## src/rtl/spi_sd_target_pkg.sv

```systemverilog
// Shared constants, state encodings and the command decoder for the SPI-mode SD target.
package spi_sd_target_pkg;

  localparam logic [5:0] CMD_GO_IDLE     = 6'd0;
  localparam logic [5:0] CMD_READ_SINGLE = 6'd17;
  localparam logic [5:0] CMD_APP_OP_COND = 6'd41;
  localparam logic [5:0] CMD_APP_CMD     = 6'd55;

  localparam logic [7:0] R1_IDLE     = 8'h01;
  localparam logic [7:0] R1_ILLEGAL  = 8'h04;
  localparam logic [7:0] R1_PARAM    = 8'h40;
  localparam logic [7:0] START_TOKEN = 8'hFE;
  localparam logic [7:0] FILL_BYTE   = 8'hFF;

  localparam logic [2:0] ST_HUNT  = 3'd0;
  localparam logic [2:0] ST_CMD   = 3'd1;
  localparam logic [2:0] ST_NCR   = 3'd2;
  localparam logic [2:0] ST_R1    = 3'd3;
  localparam logic [2:0] ST_TOKEN = 3'd4;
  localparam logic [2:0] ST_DATA  = 3'd5;
  localparam logic [2:0] ST_CRC   = 3'd6;

  typedef struct packed {
    logic [7:0] r1;
    logic       idle;  // card_idle after this command
    logic       app;   // app_pending after this command
    logic       go;    // a data block follows R1
  } sd_resp_t;

  function automatic sd_resp_t sd_decode(input logic [5:0] idx, input logic [31:0] arg,
                                         input logic idle, input logic app,
                                         input logic [31:0] nblocks);
    sd_resp_t r;
    r.idle = idle;
    r.app  = (idx == CMD_APP_CMD);
    r.go   = 1'b0;
    r.r1   = R1_ILLEGAL | {7'b0, idle};
    case (idx)
      CMD_GO_IDLE: begin
        r.idle = 1'b1;
        r.r1   = R1_IDLE;
      end
      CMD_APP_CMD: r.r1 = {7'b0, idle};
      CMD_APP_OP_COND: if (app) begin
        r.idle = 1'b0;
        r.r1   = 8'h00;
      end
      CMD_READ_SINGLE: begin
        if (idle)              r.r1 = R1_ILLEGAL | R1_IDLE;
        else if (arg >= nblocks) r.r1 = R1_PARAM;
        else begin
          r.r1 = 8'h00;
          r.go = 1'b1;
        end
      end
      default: ;
    endcase
    return r;
  endfunction

endpackage

```

## src/rtl/spi_sd_target_if.sv

```systemverilog
// SPI link plus backing-memory port of the SD target; slave = the target, master = host/memory side.
interface spi_sd_target_if #(parameter int MEM_AW = 14);
  logic              spi_sck;
  logic              spi_cs_n;
  logic              spi_mosi;
  logic              spi_miso;
  logic              spi_miso_oe;
  logic [MEM_AW-1:0] mem_addr;
  logic              mem_rd;
  logic [7:0]        mem_rdata;
  logic              card_idle;

  modport slave (
    input  spi_sck, spi_cs_n, spi_mosi, mem_rdata,
    output spi_miso, spi_miso_oe, mem_addr, mem_rd, card_idle
  );
  modport master (
    output spi_sck, spi_cs_n, spi_mosi, mem_rdata,
    input  spi_miso, spi_miso_oe, mem_addr, mem_rd, card_idle
  );
endinterface

```

## src/rtl/spi_sd_target_edge_sync.sv

```systemverilog
// Synchronizes sck/cs_n/mosi into clk and flags sck edges; all three share the same depth so they stay aligned.
module spi_edge_sync #(
  parameter int SYNC_STAGES = 2
) (
  input  logic clk,
  input  logic reset,
  input  logic sck,
  input  logic cs_n,
  input  logic mosi,
  output logic sck_rise,
  output logic sck_fall,
  output logic cs_n_sync,
  output logic mosi_sync
);
  logic [SYNC_STAGES-1:0] sck_ff, cs_ff, mosi_ff;
  logic                   sck_q;

  always_ff @(posedge clk or posedge reset) begin
    if (reset) begin
      sck_ff  <= '0;
      cs_ff   <= '1;
      mosi_ff <= '1;
      sck_q   <= 1'b0;
    end else begin
      sck_ff[0]  <= sck;
      cs_ff[0]   <= cs_n;
      mosi_ff[0] <= mosi;
      for (int i = 1; i < SYNC_STAGES; i++) begin
        sck_ff[i]  <= sck_ff[i-1];
        cs_ff[i]   <= cs_ff[i-1];
        mosi_ff[i] <= mosi_ff[i-1];
      end
      sck_q <= sck_ff[SYNC_STAGES-1];
    end
  end

  assign sck_rise  =  sck_ff[SYNC_STAGES-1] & ~sck_q;
  assign sck_fall  = ~sck_ff[SYNC_STAGES-1] &  sck_q;
  assign cs_n_sync = cs_ff[SYNC_STAGES-1];
  assign mosi_sync = mosi_ff[SYNC_STAGES-1];
endmodule

```

## src/rtl/spi_sd_target.sv

```systemverilog
// SPI-mode SD card responder: decodes 6-byte commands, answers R1, serves CMD17 blocks from byte memory.
module spi_sd_target
  import spi_sd_target_pkg::*;
#(
  parameter int SYNC_STAGES = 2,
  parameter int MEM_AW      = 14,
  parameter int NCR_BYTES   = 1
) (
  input logic            clk,
  input logic            reset,
  spi_sd_target_if.slave bus
);
  localparam logic [31:0] NBLOCKS = 32'(1) << (MEM_AW - 9);

  logic sck_rise, sck_fall, cs_n_s, mosi_s;

  spi_edge_sync #(.SYNC_STAGES(SYNC_STAGES)) u_sync (
    .clk       (clk),
    .reset     (reset),
    .sck       (bus.spi_sck),
    .cs_n      (bus.spi_cs_n),
    .mosi      (bus.spi_mosi),
    .sck_rise  (sck_rise),
    .sck_fall  (sck_fall),
    .cs_n_sync (cs_n_s),
    .mosi_sync (mosi_s)
  );

  logic [2:0]        state;
  logic [46:0]       rx_sr;
  logic [47:0]       rx_word;
  logic [5:0]        bit_cnt;
  logic [8:0]        byte_cnt;
  logic [7:0]        tx_sr, r1_q;
  logic [MEM_AW-10:0] blk_q;
  logic              go_q, app_pending, card_idle_q, miso_q, mem_rd_q, rd_pend;
  sd_resp_t          resp;
  logic              unused_frame;

  // Frame as it stands once the current rise's bit is included.
  assign rx_word      = {rx_sr, mosi_s};
  assign resp         = sd_decode(rx_word[45:40], rx_word[39:8], card_idle_q, app_pending, NBLOCKS);
  assign unused_frame = ^{rx_word[47:46], rx_word[7:0]};

  always_ff @(posedge clk or posedge reset) begin
    if (reset) begin
      state       <= ST_HUNT;
      rx_sr       <= '1;
      bit_cnt     <= '0;
      byte_cnt    <= '0;
      tx_sr       <= FILL_BYTE;
      r1_q        <= FILL_BYTE;
      blk_q       <= '0;
      go_q        <= 1'b0;
      app_pending <= 1'b0;
      card_idle_q <= 1'b1;
      miso_q      <= 1'b1;
      mem_rd_q    <= 1'b0;
      rd_pend     <= 1'b0;
    end else begin
      mem_rd_q <= 1'b0;
      rd_pend  <= mem_rd_q;
      if (rd_pend) tx_sr <= bus.mem_rdata;
      if (cs_n_s) begin
        // Deselect aborts anything in flight; any coincident sck edge is dropped.
        state    <= ST_HUNT;
        rx_sr    <= '1;
        bit_cnt  <= '0;
        byte_cnt <= '0;
        tx_sr    <= FILL_BYTE;
        miso_q   <= 1'b1;
        rd_pend  <= 1'b0;
      end else if (sck_rise) begin
        case (state)
          ST_HUNT: begin
            rx_sr <= rx_word[46:0];
            if (!rx_sr[0] && mosi_s) begin
              state   <= ST_CMD;
              bit_cnt <= 6'd2;
            end
          end
          ST_CMD: begin
            if (bit_cnt == 6'd47) begin
              state       <= ST_NCR;
              bit_cnt     <= '0;
              byte_cnt    <= '0;
              tx_sr       <= FILL_BYTE;
              rx_sr       <= '1;
              r1_q        <= resp.r1;
              card_idle_q <= resp.idle;
              app_pending <= resp.app;
              go_q        <= resp.go;
              blk_q       <= rx_word[8 +: MEM_AW-9];
            end else begin
              rx_sr   <= rx_word[46:0];
              bit_cnt <= bit_cnt + 6'd1;
            end
          end
          default: begin
            if (bit_cnt == 6'd7) begin
              // 8th rise of a tx byte: queue the next byte for the coming fall.
              bit_cnt <= '0;
              case (state)
                ST_NCR: begin
                  if (byte_cnt == 9'(NCR_BYTES - 1)) begin
                    state    <= ST_R1;
                    tx_sr    <= r1_q;
                    byte_cnt <= '0;
                  end else begin
                    byte_cnt <= byte_cnt + 9'd1;
                    tx_sr    <= FILL_BYTE;
                  end
                end
                ST_R1: begin
                  state <= go_q ? ST_TOKEN : ST_HUNT;
                  tx_sr <= go_q ? START_TOKEN : FILL_BYTE;
                end
                ST_TOKEN: begin
                  state    <= ST_DATA;
                  byte_cnt <= '0;
                  mem_rd_q <= 1'b1;
                end
                ST_DATA: begin
                  byte_cnt <= byte_cnt + 9'd1;
                  if (byte_cnt == 9'd511) begin
                    state <= ST_CRC;
                    tx_sr <= FILL_BYTE;
                  end else begin
                    mem_rd_q <= 1'b1;
                  end
                end
                default: begin
                  tx_sr <= FILL_BYTE;
                  if (byte_cnt == 9'd1) begin
                    state    <= ST_HUNT;
                    byte_cnt <= '0;
                  end else begin
                    byte_cnt <= 9'd1;
                  end
                end
              endcase
            end else begin
              bit_cnt <= bit_cnt + 6'd1;
            end
          end
        endcase
      end else if (sck_fall) begin
        miso_q <= tx_sr[7];
        tx_sr  <= {tx_sr[6:0], 1'b1};
      end
    end
  end

  assign bus.spi_miso    = miso_q;
  assign bus.spi_miso_oe = ~cs_n_s;
  assign bus.mem_rd      = mem_rd_q;
  assign bus.mem_addr    = {blk_q, byte_cnt};
  assign bus.card_idle   = card_idle_q;
endmodule
```

## src/flat_wrapper.sv

```systemverilog
// flat-port wrapper written by rule: the top's interface ports become plain ports
module spi_sd_target_flat import spi_sd_target_pkg::*;
#(
  parameter int SYNC_STAGES = 2,
  parameter int MEM_AW      = 14,
  parameter int NCR_BYTES   = 1
)
  (clk, reset, bus_spi_sck, bus_spi_cs_n, bus_spi_mosi, bus_mem_rdata, bus_spi_miso, bus_spi_miso_oe, bus_mem_addr, bus_mem_rd, bus_card_idle);
  spi_sd_target_if #(.MEM_AW(MEM_AW)) bus_i ();
  input logic clk;
  input logic reset;
  input wire logic [$bits(bus_i.spi_sck)-1:0] bus_spi_sck;
  input wire logic [$bits(bus_i.spi_cs_n)-1:0] bus_spi_cs_n;
  input wire logic [$bits(bus_i.spi_mosi)-1:0] bus_spi_mosi;
  input wire logic [$bits(bus_i.mem_rdata)-1:0] bus_mem_rdata;
  output wire logic [$bits(bus_i.spi_miso)-1:0] bus_spi_miso;
  output wire logic [$bits(bus_i.spi_miso_oe)-1:0] bus_spi_miso_oe;
  output wire logic [$bits(bus_i.mem_addr)-1:0] bus_mem_addr;
  output wire logic [$bits(bus_i.mem_rd)-1:0] bus_mem_rd;
  output wire logic [$bits(bus_i.card_idle)-1:0] bus_card_idle;
  assign bus_i.spi_sck = bus_spi_sck;
  assign bus_i.spi_cs_n = bus_spi_cs_n;
  assign bus_i.spi_mosi = bus_spi_mosi;
  assign bus_i.mem_rdata = bus_mem_rdata;
  assign bus_spi_miso = bus_i.spi_miso;
  assign bus_spi_miso_oe = bus_i.spi_miso_oe;
  assign bus_mem_addr = bus_i.mem_addr;
  assign bus_mem_rd = bus_i.mem_rd;
  assign bus_card_idle = bus_i.card_idle;
  spi_sd_target #(.SYNC_STAGES(SYNC_STAGES), .MEM_AW(MEM_AW), .NCR_BYTES(NCR_BYTES)) u_core (.clk(clk), .reset(reset), .bus(bus_i));
endmodule
```

## config.mk

```make
export PLATFORM = sky130hd
export DESIGN_NAME = spi_sd_target_flat
export DESIGN_NICKNAME = d
export VERILOG_FILES = /design/src/rtl/spi_sd_target_pkg.sv /design/src/rtl/spi_sd_target_if.sv /design/src/rtl/spi_sd_target_edge_sync.sv /design/src/rtl/spi_sd_target.sv /design/src/flat_wrapper.sv
export SDC_FILE = /design/constraint.sdc
export NUM_CORES = 1
export LEC_CHECK = 0
export ABC_AREA = 1
export CAP_MARGIN = 15
export CORE_MARGIN = 10
export CORE_UTILIZATION = 55
export CTS_BUF_LIST = sky130_fd_sc_hd__clkbuf_2 sky130_fd_sc_hd__clkbuf_4 sky130_fd_sc_hd__clkbuf_8
export CTS_CLUSTER_DIAMETER = 150
export DETAILED_ROUTE_END_ITERATION = 7
export PLACE_DENSITY_LB_ADDON = 0.15
export SLEW_MARGIN = 20
export SYNTH_ARGS = -nofsm -noshare
export SYNTH_HDL_FRONTEND = slang
export SYNTH_SLANG_ARGS = --single-unit
```

## constraint.sdc

```tcl
create_clock -name clk -period 3.1 [get_ports clk]
set_clock_uncertainty 0.05 [all_clocks]
set_input_delay 0.62 -clock clk [delete_from_list [all_inputs] [get_ports clk]]
set_output_delay 0.62 -clock clk [all_outputs]
set_load 0.02 [all_outputs]
```

## After elaboration in Yosys (flattened, before gate mapping)

Cells that the tools add are included.

- Flip-flop bits (word level): 97
- Bits of input ports: 13
- Output and inout bits: 18

- $add $sub $neg: 2
- $lt $le $gt $ge: 1
- Equal/unequal tests: 20
- Mux-type cells: 58
- Bitwise operators: 5
- Reduce and logical (&&, ||, !) cells: 20

Operator list:

| operator | count |
|---|---|
| $mux W45 | 3 |
| $pmux W45 S2 | 1 |
| $mux W8 | 9 |
| $pmux W8 S4 | 2 |
| $mux W9 | 5 |
| $pmux W9 S4 | 1 |
| $ge A32 B6 Y1 const B | 1 |
| $mux W6 | 5 |
| $mux W3 | 9 |
| $eq A6 B6 Y1 const B | 3 |
| $pmux W9 S2 | 1 |
| $pmux W8 S2 | 1 |
| $mux W1 | 14 |
| $pmux W3 S4 | 1 |
| $pmux W6 S2 | 1 |
| $ne A5 B2 Y1 const B | 2 |
| $add A9 B1 Y9 const B | 1 |
| $eq A9 B1 Y1 const B | 1 |
| $eq A9 B9 Y1 const B | 1 |
| $logic_not A9 Y1 | 1 |
| $ne A3 B2 Y1 const B | 3 |
| $reduce_bool A8 Y1 | 1 |
| $mux W7 | 1 |
| $reduce_and A7 Y1 | 1 |
| other kinds (25) | 37 |

## Logic depth before layout (Yosys ltp)

- Depth after elaboration: 7
- Gate-level depth with buffers: 16
- Gate-level depth less buffers: 16

## Modules after synthesis

A second synthesis with hierarchy kept.

- Cell total of the unflattened synthesis: 595
- Area total of the unflattened synthesis: 4,884.7 µm²

Modules (own cells, without submodules):

| module | times used | cells an instance | area an instance (µm²) | sequential area each (µm²) |
|---|---|---|---|---|
| spi_sd_target | 1 | 583 | 4,685.7 | 2,225.9 |
| spi_edge_sync | 1 | 12 | 198.9 | 180.2 |

## Worst setup path before layout

Ideal clock, no wire load.

- Path kind: reg2reg
- Start point: reg u_core.byte_cnt[0]
- End point: reg u_core.tx_sr[3]
- Setup time: 0.073 ns
- Arrival: 1.999 ns
- Path slack: 0.978 ns
- Stages on the path, launching flop included: 15
- Path buffers: 0
- Path through: dfrtp_1 ha_1 nand2_1 inv_1 nand3_1 nor2_1 nand2_1 nor2_1 ha_1 inv_1 nor2_1 nand2_1 a21oi_1 nor2_1 a21oi_1

- Longest elaborated chain between the ends: 7
- Elaborated cells on any way between the ends: 9
- Classes of those cells: eq/ne (1); mux (7); reduce/logical (1)

RTL lines:

| what | RTL line | text |
|---|---|---|
| from (decl) | spi_sd_target.sv:33 | `logic [8:0] byte_cnt;` |
| from (signal assigned) | spi_sd_target.sv:110 | `byte_cnt <= byte_cnt + 9'd1;` |
| from (signal assigned) | spi_sd_target.sv:124 | `byte_cnt <= byte_cnt + 9'd1;` |
| $eq A9 B9 Y1 or $logic_not A9 Y1 (tied branches) | spi_sd_target.sv:125, spi_sd_target.sv:105 |  |
| $mux W8, on equally long branches | spi_sd_target.sv:125, spi_sd_target.sv:105 |  |
| $pmux W8 S4 * | spi_sd_target.sv:103 | `case (state)` |
| $mux W8 * | spi_sd_target.sv:100 | `if (bit_cnt == 6'd7) begin` |
| $pmux W8 S2 * | spi_sd_target.sv:74 | `case (state)` |
| $mux W8 * | spi_sd_target.sv:73 | `end else if (sck_rise) begin` |
| $mux W8 * | spi_sd_target.sv:64 | `if (cs_n_s) begin` |
| to (signal assigned) | spi_sd_target.sv:63 | `if (rd_pend) tx_sr <= bus.mem_rdata;` |
| to (signal assigned) | spi_sd_target.sv:107 | `tx_sr <= r1_q;` |
| to (signal assigned) | spi_sd_target.sv:116 | `tx_sr <= go_q ? START_TOKEN : FILL_BYTE;` |
| to (decl) | spi_sd_target.sv:34 | `logic [7:0] tx_sr, r1_q;` |

Every way passes the cells marked *; elsewhere a longest branch is shown, timed or not.
A chain may end at the register's enable or synchronous reset.

## Worst setup path after layout

- Start point: reg u_core.u_sync.cs_ff[1]
- End point: out bus_spi_miso_oe

- Longest elaborated chain between the ends: 1

RTL lines:

| what | RTL line | text |
|---|---|---|
| from (decl) | spi_sd_target_edge_sync.sv:15 | `logic [SYNC_STAGES-1:0] sck_ff, cs_ff, mosi_ff;` |
| from (signal, indexed assignment) | spi_sd_target_edge_sync.sv:30 | `cs_ff[i] <= cs_ff[i-1];` |
| $not A1 Y1 (no source line) | - |  |
| to (decl) | flat_wrapper.sv:17 | `output wire logic [$bits(bus_i.spi_miso_oe)-1:0] bus_spi_miso_oe;` |

No other way between the ends.

==> results.sh <==
export IMPL_hold_viol=0
export IMPL_yosysSeqAreaShare_pct=48.0
export IMPL_fillers=776
export IMPL_yosysWarnings=0
export IMPL_grt_usage_pct=17.2
export IMPL_setup_tns_final_ns=0
export IMPL_max_cap_violations=0
export IMPL_syn_area_sq_mm=0.00501
export IMPL_vdd_drop_max_uv=267
export IMPL_reg2reg_to="u_core.tx_sr[1]$_DFF_PP1_"
export IMPL_final_cell_mix="143 x nand2_1, 106 x inv_1, 63 x dfstp_2, 62 x nor2_1, 43 x a32oi_1"
export IMPL_p_comb_share_pct=29.0
export IMPL_grt_max_degree=60
export IMPL_p_int_uw=1860
export IMPL_power_switching_uw=1120
export IMPL_grt_pass1_wl_um=18800
export IMPL_io_pins=31
export IMPL_min_path_type="flip-flop to flip-flop"
export IMPL_cts_hold_buffers=0
export IMPL_fin_util_pct=63.2
export IMPL_clk_latency_ns=0.37
export IMPL_vias=4233
export IMPL_setup_violations=0
export IMPL_cts_tree="done"
export IMPL_mostFrequentLayoutCell="nand2_1"
export IMPL_clk_path_buf_depth=2
export IMPL_final_nets=667
export IMPL_h_tree_depth=3
export IMPL_die_area_sq_mm=0.0133
export IMPL_worstRegToRegCells=14
export IMPL_drive_gt1_share_pct=16.6
export IMPL_critical_path_class="flip-flop to output port"
export IMPL_syn_instance_count=622
export IMPL_placed_cell_area_sq_mm=0.00539
export IMPL_slew_violations=0
export IMPL_cts_setup_buffers=0
export IMPL_portBuffers=30
export IMPL_async_flop_share_pct=100
export IMPL_min_period_ns=2.77
export IMPL_status="finished clean"
export IMPL_ys_types=32
export IMPL_crit_path_end_kind="output port"
export IMPL_cts_sinks=93
export IMPL_power_frac_seq_pct=46.2
export IMPL_power_frac_clock_pct=24.8
export IMPL_rrSetupSlack_ns=0.66
export IMPL_area_growth_pct=11.0
export IMPL_fmaxAchievable_mhz=360
export IMPL_dieWidth_um=115
export IMPL_drtPass1Iterations=5
export IMPL_p_sw_share_pct=37.6
export IMPL_antenna_cells=0
export IMPL_viasPerCell=5.58
export IMPL_gp_congestion=0.944
export IMPL_min_period_over_period_pct=89.5
export IMPL_wirelength_um=11100
export IMPL_cts_made_buffers=9
export IMPL_synth_edf_count=0
export IMPL_slowest_delay_ns=0.69
export IMPL_seq_area_sq_mm=0.00241
export IMPL_cp_arrival_ns=2.10
export IMPL_cts_resized=0
export IMPL_cp_cell_sequence="inv_2 > buf_4 > clkdlybuf4s50_1"
export IMPL_cp_required_ns=2.43
export IMPL_cp_slowest_cell="clkdlybuf4s50_1"
export IMPL_drt_iter0_markers=292
export IMPL_die_h_um=115
export IMPL_critPathLaunch="u_core.u_sync.cs_ff[1]$_DFF_PP1_"
export IMPL_crit_fanout=45
export IMPL_grt_pass1_vias=4012
export IMPL_syn_num_nets=643
export IMPL_powerDensity_mw_per_mm2=536
export IMPL_leakage_uw=0.00279
export IMPL_ys_flop_type="dfstp_2"
export IMPL_syn_area_per_cell_sq_um=8.05
export IMPL_max_slew_margin_pct=33.6
export IMPL_path_clk_slew_ns=0.09
export IMPL_post_route_drc_count=0
export IMPL_r2r_start="u_core.byte_cnt[0]$_DFFE_PP0P_"
export IMPL_worst_pin_slew_ns=0.992
export IMPL_final_area_sq_mm=0.00556
export IMPL_crit_end="bus_spi_miso_oe"
export IMPL_root_buffer="clkbuf_8"
export IMPL_num_rows=34
export IMPL_core_area_sq_mm=0.00881
export IMPL_dp_hpwl_um=7910
export IMPL_initial_core_util_pct=56.9
export IMPL_multi_input_area_sq_mm=0.00208
export IMPL_synth_ff_latch_count=93
export IMPL_rsz0062_at_grt="false"
export IMPL_grt_ovfl_total=0
export IMPL_antenna_found_initial=0
export IMPL_ant_nets=0
export IMPL_start_kind="flip-flop"
export IMPL_post_drt_wl_per_cell_um=14.7
==> cells by family after synthesis <==
kind of cell / Yosys count / synth area share [%]
multiplexers: 1 / 0.200
buffers and inverters: 134 / 10.6
AND/OR/NAND/NOR: 272 / 23.6
adder cells (fa/ha/maj): 8 / 2.00
XOR/XNOR: 1 / 0.175
AO/OA/AOI/OAI: 113 / 15.4
flip-flops: 93 / 48.0
==> synthesized netlist by cell type (2+ instances only) <==
cell / count / share of area (%)
o21ai_1: 9 / 0.90
dfrtp_1: 30 / 15
a21oi_1: 22 / 2.2
o22ai_1: 2 / 0.25
o21ai_0: 22 / 2.2
a32oi_1: 43 / 7.5
nand2_1: 143 / 11
dfstp_2: 63 / 33
nor2_4: 3 / 0.67
nor2_2: 5 / 0.62
buf_2: 11 / 1.1
nand3_2: 2 / 0.40
ha_1: 8 / 2.0
nor3_1: 9 / 0.90
inv_2: 6 / 0.45
buf_4: 2 / 0.30
clkbuf_1: 7 / 0.52
nand3b_1: 2 / 0.30
inv_1: 107 / 8.0
nand4_1: 17 / 2.1
a22oi_1: 2 / 0.30
a211oi_1: 7 / 1.0
nand2_4: 2 / 0.45
nor2_1: 62 / 4.6
nand3_1: 26 / 2.6
o21ai_2: 4 / 0.70
==> layer usage <==
layer,vias to the layer above,part of all wire (%),track usage (%)
met4,0,1.1,4.81
met3,16,4.2,3.31
li1,2088,-,-
met5,-,0,0
met2,96,49,28.7
met1,2033,45,22.4
==> how the worst min path moves through the flow <==
stage / startpoint / endpoint / slack (ns) / cells after the start
4_1_cts: u_core.u_sync.sck_ff[0]$_DFF_PP0_ / u_core.u_sync.sck_ff[1]$_DFF_PP0_ / 0.31 / 0
3_3_place_gp: u_core.u_sync.sck_ff[0]$_DFF_PP0_ / u_core.u_sync.sck_ff[1]$_DFF_PP0_ / 0.29 / 0
6_report: u_core.u_sync.sck_ff[0]$_DFF_PP0_ / u_core.u_sync.sck_ff[1]$_DFF_PP0_ / 0.30 / 0
5_1_grt: u_core.u_sync.sck_ff[0]$_DFF_PP0_ / u_core.u_sync.sck_ff[1]$_DFF_PP0_ / 0.31 / 0
3_5_place_dp: u_core.u_sync.sck_ff[0]$_DFF_PP0_ / u_core.u_sync.sck_ff[1]$_DFF_PP0_ / 0.29 / 0
2_1_floorplan: u_core.u_sync.sck_ff[0]$_DFF_PP0_ / u_core.u_sync.sck_ff[1]$_DFF_PP0_ / 0.28 / 0
==> metrics by stage <==
step                      setup slack, ns  hold WS, ns  std cells  power (uW)
after CTS                           0.314        0.309        758        3000
after global routing                0.237        0.314        758        3170
after global placement              0.745        0.286        743        2240
final                               0.326        0.304        758        2980
after detailed placement            0.717        0.287        743        2250
after floorplan                     0.114        0.281        622        2040
==> power groups by stage <==
| stage | combinational (uW) | sequential [uW] | clock [uW] |
|---|---|---|---|
| 6_report | 866 | 1380 | 738 |
| 4_1_cts | 862 | 1380 | 761 |
| 3_3_place_gp | 848 | 1390 | 0 |
| 3_5_place_dp | 858 | 1400 | 0 |
| 5_1_grt | 973 | 1390 | 809 |
| 2_1_floorplan | 661 | 1380 | 0 |
==> state kept, by name, summed over array words and instances (netlist names) <==
register,cells
u_core.u_sync.cs_ff,2
u_core.bus.card_idle,1
u_core.byte_cnt,9
u_core.go_q,1
u_core.rx_sr,45
u_core.u_sync.sck_ff,2
u_core.state,3
u_core.bus.mem_rd,1
u_core.rd_pend,1
u_core.bit_cnt,6
u_core.u_sync.sck_q,1
u_core.u_sync.mosi_ff,2
u_core.r1_q,4
u_core.bus.spi_miso,1
u_core.blk_q,5
u_core.tx_sr,8
u_core.app_pending,1
==> area by class of cell <==
class	count	share of cell area (%)
clock inverter	6	0.810
sequential	93	43.3
inverter	113	7.65
tap	108	2.43
clock buffer	9	2.23
multi-input combinational	395	37.5
timing repair buffer	34	6.16
==> critical path, delay by kind of cell (launching register included) <==
family / cells / cell delay, ns
buffers and inverters: 3 / 1.28
flip-flops: 1 / 0.45
Power figures use the tool's default switching activity.
